File: src/rtl/mips_pkg.sv
// Shared constants and write-port FSM state encoding for the MIPS register file.
package mips_pkg;

    localparam int DW   = 32;
    localparam int AW   = 5;
    localparam int NREG = 32;

    typedef enum logic {
        IDLE = 1'b0,
        ACK  = 1'b1
    } wr_state_e;

endpackage

File: src/rtl/regfile_scoreboard.sv
// Per-register busy bitmap: decode marks producers busy, writeback commits clear them.
module regfile_scoreboard
    import mips_pkg::*;
#(
    parameter int AW   = mips_pkg::AW,
    parameter int NREG = mips_pkg::NREG
) (
    input  logic            clk,
    input  logic            rst,
    input  logic            set_en,
    input  logic [AW-1:0]   set_idx,
    input  logic            clr_en,
    input  logic [AW-1:0]   clr_idx,
    output logic [NREG-1:0] busy
);

    logic [NREG-1:0] busy_q;
    logic [NREG-1:0] busy_d;

    // NOTE: every always_comb output gets a default first so no path leaves it unassigned (no latch).
    always_comb begin
        busy_d = busy_q;
        if (clr_en) begin
            busy_d[clr_idx] = 1'b0;
        end
        // Set is applied after clear: a same-index set is a newer producer still outstanding.
        if (set_en) begin
            busy_d[set_idx] = 1'b1;
        end
        busy_d[0] = 1'b0;
    end

    // NOTE: sequential state uses non-blocking assignments only; blocking '=' stays in always_comb.
    always_ff @(posedge clk or negedge rst) begin
        if (!rst) begin
            busy_q <= '0;
        end else begin
            busy_q <= busy_d;
        end
    end

    assign busy = busy_q;

endmodule

File: src/rtl/regfile_wport.sv
// General-purpose register file with a four-phase write-port responder,
// two combinational read ports and a busy scoreboard.
module regfile_wport
    import mips_pkg::*;
#(
    parameter int DW   = mips_pkg::DW,
    parameter int AW   = mips_pkg::AW,
    parameter int NREG = mips_pkg::NREG
) (
    input  logic            clk,
    input  logic            rst,
    input  logic            reg_we,
    input  logic [AW-1:0]   wr_idx,
    input  logic [DW-1:0]   wr_data,
    output logic            reg_wack,
    input  logic [AW-1:0]   raddr_a,
    output logic [DW-1:0]   rdata_a,
    input  logic [AW-1:0]   raddr_b,
    output logic [DW-1:0]   rdata_b,
    input  logic            busy_set,
    input  logic [AW-1:0]   busy_idx,
    output logic [NREG-1:0] busy,
    output logic [15:0]     wr_count
);

    wr_state_e      state_q;
    logic           wack_q;
    logic [15:0]    wr_count_q;
    logic [DW-1:0]  regs_q [NREG];
    logic           commit;

    // A write commits exactly once, on the edge that first sees reg_we in IDLE.
    assign commit = (state_q == IDLE) && reg_we;

    // NOTE: the array is reset explicitly because a reset must also wipe already-committed data;
    // this keeps it in flops rather than a RAM macro.
    always_ff @(posedge clk or negedge rst) begin
        if (!rst) begin
            state_q    <= IDLE;
            wack_q     <= 1'b0;
            wr_count_q <= '0;
            for (int i = 0; i < NREG; i++) begin
                regs_q[i] <= '0;
            end
        end else begin
            case (state_q)
                IDLE: begin
                    if (reg_we) begin
                        if (wr_idx != '0) begin
                            regs_q[wr_idx] <= wr_data;
                        end
                        wr_count_q <= wr_count_q + 16'd1;
                        wack_q     <= 1'b1;
                        state_q    <= ACK;
                    end
                end
                ACK: begin
                    if (!reg_we) begin
                        wack_q  <= 1'b0;
                        state_q <= IDLE;
                    end
                end
                default: begin
                    wack_q  <= 1'b0;
                    state_q <= IDLE;
                end
            endcase
        end
    end

    assign rdata_a  = (raddr_a == '0) ? '0 : regs_q[raddr_a];
    assign rdata_b  = (raddr_b == '0) ? '0 : regs_q[raddr_b];
    assign reg_wack = wack_q;
    assign wr_count = wr_count_q;

    regfile_scoreboard #(
        .AW   (AW),
        .NREG (NREG)
    ) u_scoreboard (
        .clk     (clk),
        .rst     (rst),
        .set_en  (busy_set),
        .set_idx (busy_idx),
        .clr_en  (commit),
        .clr_idx (wr_idx),
        .busy    (busy)
    );

endmodule

File: config.mk
export PLATFORM = sky130hd
export DESIGN_NAME = regfile_wport
export DESIGN_NICKNAME = d
export VERILOG_FILES = /design/src/rtl/mips_pkg.sv /design/src/rtl/regfile_scoreboard.sv /design/src/rtl/regfile_wport.sv
export SDC_FILE = /design/constraint.sdc
export NUM_CORES = 2
export LEC_CHECK = 0
export BUFFER_PORTS_ARGS = -buffer_cell sky130_fd_sc_hd__buf_2
export CAP_MARGIN = 15
export CORE_MARGIN = 1
export CORE_UTILIZATION = 36
export DETAILED_ROUTE_END_ITERATION = 7
export REMOVE_ABC_BUFFERS = 1
export SLEW_MARGIN = 20
export SYNTH_ARGS = -nofsm -noshare
export SYNTH_HDL_FRONTEND = slang
export SYNTH_SLANG_ARGS = --single-unit
export TNS_END_PERCENT = 20
File: constraint.sdc
create_clock -name clk -period 5.51 [get_ports clk]
set_input_delay 1.3775 -clock clk [delete_from_list [all_inputs] [get_ports clk]]
set_output_delay 1.3775 -clock clk [all_outputs]
set_load 0.005 [all_outputs]
Word level (Yosys, flattened, before mapping)
Index checks and enable logic that the tools add are counted.

Order comparisons: 8. Multiplexer cells: 21. Equality and inequality tests: 2. Bitwise gates (word level): 7. Reduce and logical (&&, ||, !) cells: 10. Add/sub/neg operators: 1.

Operator list (count): $bwmux 1024 (1); $bmux 32 s5 (2); $mux 32 (9); $demux 32 s5 (1); $and 32x32->32 (1); $not 32->32 (1); $or 32x32->32 (1); $ge 6x6->1 const B (3); $not 5->6 (3); $add 16x1->16 const B (1); $lt 5x6->1 const B (2); $demux 1 s5 (2); $ge 5x1->1 const B (2); $logic_not 5->1 (2); $lt 6x1->1 const B (1); $mux 1 (5); $reduce_bool 5->1 (1); $logic_and 1x1->1 (4); $ne 2x2->1 const B (2); $reduce_and 2->1 (2); $reduce_and 3->1 (1); $pmux 1 s2 (1); $not 1->1 (1).

Output and inout bits: 113. Bits of input ports: 56. Bits in registers: 1073.

Logic depth before layout (Yosys ltp)
Depth after elaboration: 9. Mapped depth: 8. Mapped depth without buffers: 6.

Hierarchy
Synthesis repeated with hierarchy kept, for this count alone.

Cells, all modules: 3966. Area total of the unflattened synthesis: 56988.4 sq um.

By module, submodules not included: regfile_wport (times used 1, area an instance 55709.7 sq um, cells each 3846, seq. area each 26075.0 sq um); regfile_scoreboard (times used 1, area an instance 1278.7 sq um, cells each 120, seq. area each 775.7 sq um).

Worst setup path after synthesis
No wires, ideal clock.

Path kind: in2out. From: in raddr_a[0]. To: out rdata_a[18]. Data arrival time: 2821 ps. Slack: 1311 ps. Buffers on the path: 3. Data required time: 4133 ps. Stages: 6. Path through: buf_6 -> buf_6 -> buf_2 -> mux4_2 -> a221oi_1 -> a211oi_1.

Longest elaborated chain between the ends: 5.

RTL lines: start, declared (line regfile_wport.sv:16) `input logic [AW-1:0] raddr_a,`; $not 5->6 (implied by the code) (line regfile_wport.sv:71) `assign rdata_a = (raddr_a == '0) ? '0 : regs_q[raddr_a];`; $bmux 32 s5 (line regfile_wport.sv:71); $mux 32 (implied by the code) (2 in a row) (line regfile_wport.sv:71); $mux 32 * (line regfile_wport.sv:71); end, declared (line regfile_wport.sv:17) `output logic [DW-1:0] rdata_a,`.

Every way passes the cells marked *; elsewhere a longest branch is shown, timed or not. The select of a mux whose other input is x is not followed.

Worst setup path in the final report
From: in raddr_a[1]. To: out rdata_a[26].

The elaborated chain is that of the path after synthesis.

==> run_summary.xml <==
<?xml version="1.0" encoding="UTF-8"?>
<metrics>
  <group name="cts">
    <metric name="cts_buffers" unit="">117</metric>
    <metric name="cts_resized" unit="">0</metric>
    <metric name="hold_buffers" unit="">0</metric>
    <metric name="tritoncts" unit="">built</metric>
    <metric name="cts_max_level" unit="">3</metric>
    <metric name="cts_root_buffer" unit="">sky130_fd_sc_hd__clkbuf_16</metric>
    <metric name="worst_setup_hold_path_clk_slew" unit="ns">0.06</metric>
    <metric name="max-clock-path-buffers" unit="">3</metric>
    <metric name="clock_sink_count" unit="">1073</metric>
    <metric name="worst_skew_pair.late_latency" unit="ns">0.75</metric>
    <metric name="cts_setup_buffers" unit="">0</metric>
  </group>
  <group name="yosys">
    <metric name="synth_area_per_cell" unit="um^2">14.5</metric>
    <metric name="yosys_warnings" unit="">0</metric>
    <metric name="synthCells" unit="">3943</metric>
    <metric name="ys_dominant_reg_cell" unit="">sky130_fd_sc_hd__dfrtp_1</metric>
    <metric name="ys_types" unit="">49</metric>
    <metric name="netlist_area" unit="um^2">57000</metric>
    <metric name="synth_edf_count" unit="">0</metric>
    <metric name="ys_async_sr_fraction" unit="%">100</metric>
    <metric name="postSynthRegisterBits" unit="">1073</metric>
    <metric name="synth_sequential_area_ratio" unit="%">47.1</metric>
  </group>
  <group name="detailed_routing">
    <metric name="via_density_per_instance" unit="">6.17</metric>
    <metric name="remaining_drc_errors" unit="">0</metric>
    <metric name="drt_iter0_drc" unit="">3430</metric>
    <metric name="vias" unit="">37807</metric>
    <metric name="totalWireLength" unit="um">194000</metric>
    <metric name="drtPass1Iterations" unit="">8</metric>
    <metric name="detail-route-antenna-nets" unit="">0</metric>
    <metric name="routedWlPerCell" unit="um">31.6</metric>
  </group>
  <group name="global_route">
    <metric name="globalRoute.totalOverflow" unit="">0</metric>
    <metric name="antenna_found_initial" unit="">10</metric>
    <metric name="wire_length_of_the_first_global_routing_pass" unit="um">283000</metric>
    <metric name="total_grt_usage" unit="%">24.3</metric>
    <metric name="fraction_of_met2_tracks_used_by_global_routing" unit="%">37.8</metric>
    <metric name="use_met1" unit="%">33.4</metric>
    <metric name="pin_count_of_the_biggest_net_entering_global_routing" unit="">162</metric>
    <metric name="grt_pass1_vias" unit="">38380</metric>
    <metric name="grt-busiest-layer" unit="">met2</metric>
    <metric name="globalRouteMet3Util" unit="%">4.86</metric>
  </group>
  <group name="timing">
    <metric name="worst_slack" unit="ns">0.181</metric>
    <metric name="post-route-period-util" unit="%">96.7</metric>
    <metric name="relSlewSlack" unit="%">21.5</metric>
    <metric name="max_slew.worst_pin.slew" unit="ns">1.18</metric>
    <metric name="report.final.hold_viol_count" unit="">0</metric>
    <metric name="fin_skew" unit="ns">0.0198</metric>
    <metric name="achievable-frequency" unit="MHz">188</metric>
    <metric name="final_period_minus_worst_setup_slack" unit="ns">5.33</metric>
    <metric name="drv_slew" unit="">0</metric>
    <metric name="setup_total_negative_slack" unit="ns">0</metric>
    <metric name="rsz0062_at_grt" unit="">no</metric>
    <metric name="report.final.setup_viol" unit="">0</metric>
  </group>
  <group name="placed_design">
    <metric name="numPortBuffers" unit="">167</metric>
    <metric name="pre_cts_ws" unit="ns">0.274</metric>
    <metric name="detailedPlacementHpwl" unit="um">114000</metric>
    <metric name="gp_congestion" unit="">0.816</metric>
  </group>
  <group name="floorplan">
    <metric name="core-area" unit="um^2">157000</metric>
    <metric name="total_die_area" unit="um^2">160000</metric>
    <metric name="die_width" unit="um">400</metric>
    <metric name="rows" unit="">145</metric>
    <metric name="floorplan.initialDensity" unit="%">36.4</metric>
    <metric name="die_h" unit="um">400</metric>
    <metric name="floorplan.io_pins" unit="">169</metric>
  </group>
  <group name="setup_path">
    <metric name="path_max_fanout" unit="">21</metric>
    <metric name="critical_path_required" unit="ns">4.13</metric>
    <metric name="critPathCaptureType" unit="">primary output</metric>
    <metric name="critPathLaunchType" unit="">primary input</metric>
    <metric name="path_class" unit="">primary input to primary output</metric>
    <metric name="rrSetupSlack" unit="ns">2.41</metric>
    <metric name="timing.critical_path.arrival" unit="ns">3.95</metric>
  </group>
  <group name="flow_run">
    <metric name="cap_viol_max_count" unit="">0</metric>
  </group>
  <group name="power">
    <metric name="vdd_drop_max" unit="uV">262</metric>
    <metric name="cellPowerDensity" unit="nW/um^2">333</metric>
    <metric name="power.static_leakage" unit="uW">0.0295</metric>
  </group>
  <group name="layout">
    <metric name="area_growth" unit="%">13.3</metric>
    <metric name="mostFrequentLayoutCell" unit="">sky130_fd_sc_hd__dfrtp_1</metric>
    <metric name="multi_input_comb_area" unit="um^2">28200</metric>
    <metric name="nFillCells" unit="">14397</metric>
    <metric name="final-seq-area" unit="um^2">26900</metric>
    <metric name="final_cell_mix" unit="">sky130_fd_sc_hd__dfrtp_1 (1073), sky130_fd_sc_hd__mux2_2 (1033), sky130_fd_sc_hd__mux2i_1 (320), sky130_fd_sc_hd__mux4_2 (298), sky130_fd_sc_hd__buf_2 (159)</metric>
    <metric name="design.final.nets" unit="">4031</metric>
    <metric name="layout_cell_share_with_drive_strength_beyond_1" unit="%">48.1</metric>
  </group>
  <group name="worst_hold_path">
    <metric name="class_of_the_worst_hold_path" unit="">flop to flop</metric>
  </group>
  <group name="outcome">
    <metric name="status" unit="">finished, final reports clean</metric>
  </group>
</metrics>
-- synth_stat cells (10+ instances only) --
| master | n | area share [%] |
|---|---|---|
| sky130_fd_sc_hd__buf_4 | 73 | 0.96 |
| sky130_fd_sc_hd__buf_1 | 14 | 0.092 |
| sky130_fd_sc_hd__mux4_1 | 54 | 2.5 |
| sky130_fd_sc_hd__dfrtp_1 | 1073 | 47 |
| sky130_fd_sc_hd__a221oi_1 | 36 | 0.55 |
| sky130_fd_sc_hd__mux2_2 | 1033 | 20 |
| sky130_fd_sc_hd__mux2i_1 | 320 | 5.6 |
| sky130_fd_sc_hd__mux4_2 | 298 | 12 |
| sky130_fd_sc_hd__a311oi_1 | 32 | 0.49 |
| sky130_fd_sc_hd__nand3_1 | 10 | 0.088 |
| sky130_fd_sc_hd__a221oi_2 | 19 | 0.50 |
| sky130_fd_sc_hd__nor2_1 | 22 | 0.14 |
| sky130_fd_sc_hd__o21ai_0 | 84 | 0.74 |
| sky130_fd_sc_hd__nand2_1 | 101 | 0.66 |
| sky130_fd_sc_hd__buf_2 | 100 | 0.88 |
| sky130_fd_sc_hd__a22o_1 | 15 | 0.23 |
| sky130_fd_sc_hd__a21oi_1 | 32 | 0.28 |
| sky130_fd_sc_hd__nor2b_1 | 37 | 0.41 |
| sky130_fd_sc_hd__nand4_1 | 36 | 0.40 |
| sky130_fd_sc_hd__o221ai_1 | 64 | 0.98 |
| sky130_fd_sc_hd__clkbuf_1 | 235 | 1.5 |
| sky130_fd_sc_hd__a211oi_1 | 64 | 0.84 |
| sky130_fd_sc_hd__mux2_1 | 24 | 0.47 |
| sky130_fd_sc_hd__a22oi_1 | 64 | 0.84 |
| sky130_fd_sc_hd__buf_6 | 21 | 0.41 |
-- kinds of logic (layout without fill, tap and decap cells) --
kind of cell | count (synthesis) | count (layout) | share of synthesized area (%)
buf+inv | 447 | 575 | 3.92
other cells | 1 | 4 | 0.00658
simple gates | 253 | 253 | 2.30
xor+xnor | 15 | 15 | 0.230
fa+ha+maj | 2 | 2 | 0.0439
mux | 1729 | 1729 | 40.8
compound gates | 423 | 423 | 5.64
flops | 1073 | 1073 | 47.1
-- layout make-up --
type | count | area share, %
multi-input cells | 2423 | 43.7
flip-flops and latches | 1073 | 41.6
clock buffers | 169 | 5.38
repair buffers | 355 | 4.47
well taps | 2058 | 3.99
clock inverters | 48 | 0.858
inverters | 3 | 0.0213
diodes | 3 | 0.0116
-- metrics by stage --
step                utilization [%]  instances  total power (uW)  hold WS [ns]  instance area (um^2)
floorplan                         -       3499             11700         0.365                 54800
finish                         41.2       6132             21500         0.399                 64600
global placement               38.6       5912             13200         0.377                 60500
global route                   41.2       6131             22400         0.413                 64600
detailed placement             38.6       5912             13300         0.385                 60500
CTS                            41.2       6129             21600         0.399                 64600
-- state kept, by name, summed over array words and instances (netlist names) --
| signal | count |
|---|---|
| reg_wack | 1 |
| regs_q | 1024 |
| state_q | 1 |
| u_scoreboard.busy | 31 |
| wr_count | 16 |
-- routing by layer --
metal | routed length (um) | up-vias
met4 | 7290 | 4
li1 | - | 15309
met3 | 14000 | 374
met5 | 17 | -
met2 | 90000 | 1638
met1 | 82700 | 20482
-- worst paths after layout --
check,start,endpoint,cells past startpoint
min in group asynchronous,rst,regs_q[1007],1
hold / removal,regs_q[1008],regs_q[1008],0
max in group asynchronous,rst,regs_q[667],2
setup / recovery,raddr_a[1],rdata_a[26],9
setup reg to reg,state_q,regs_q[222],7
hold reg to reg,regs_q[1008],regs_q[1008],0
-- critical path, cell delays in order --
cell	delay, ns
sky130_fd_sc_hd__buf_6	0.19
sky130_fd_sc_hd__buf_4	0.19
sky130_fd_sc_hd__or3b_4	0.57
sky130_fd_sc_hd__buf_12	0.26
sky130_fd_sc_hd__o221ai_1	0.21
sky130_fd_sc_hd__a21oi_1	0.09
sky130_fd_sc_hd__a211oi_1	0.70
sky130_fd_sc_hd__buf_4	0.23
sky130_fd_sc_hd__buf_2	0.10
-- power by group --
part / total [uW] / internal (uW) / switching, uW
registers: 9730 / 8920 / 808
logic: 3520 / 1930 / 1590
clock network: 8290 / 4870 / 3410
No activity file was read; power rests on OpenSTA's default activity.
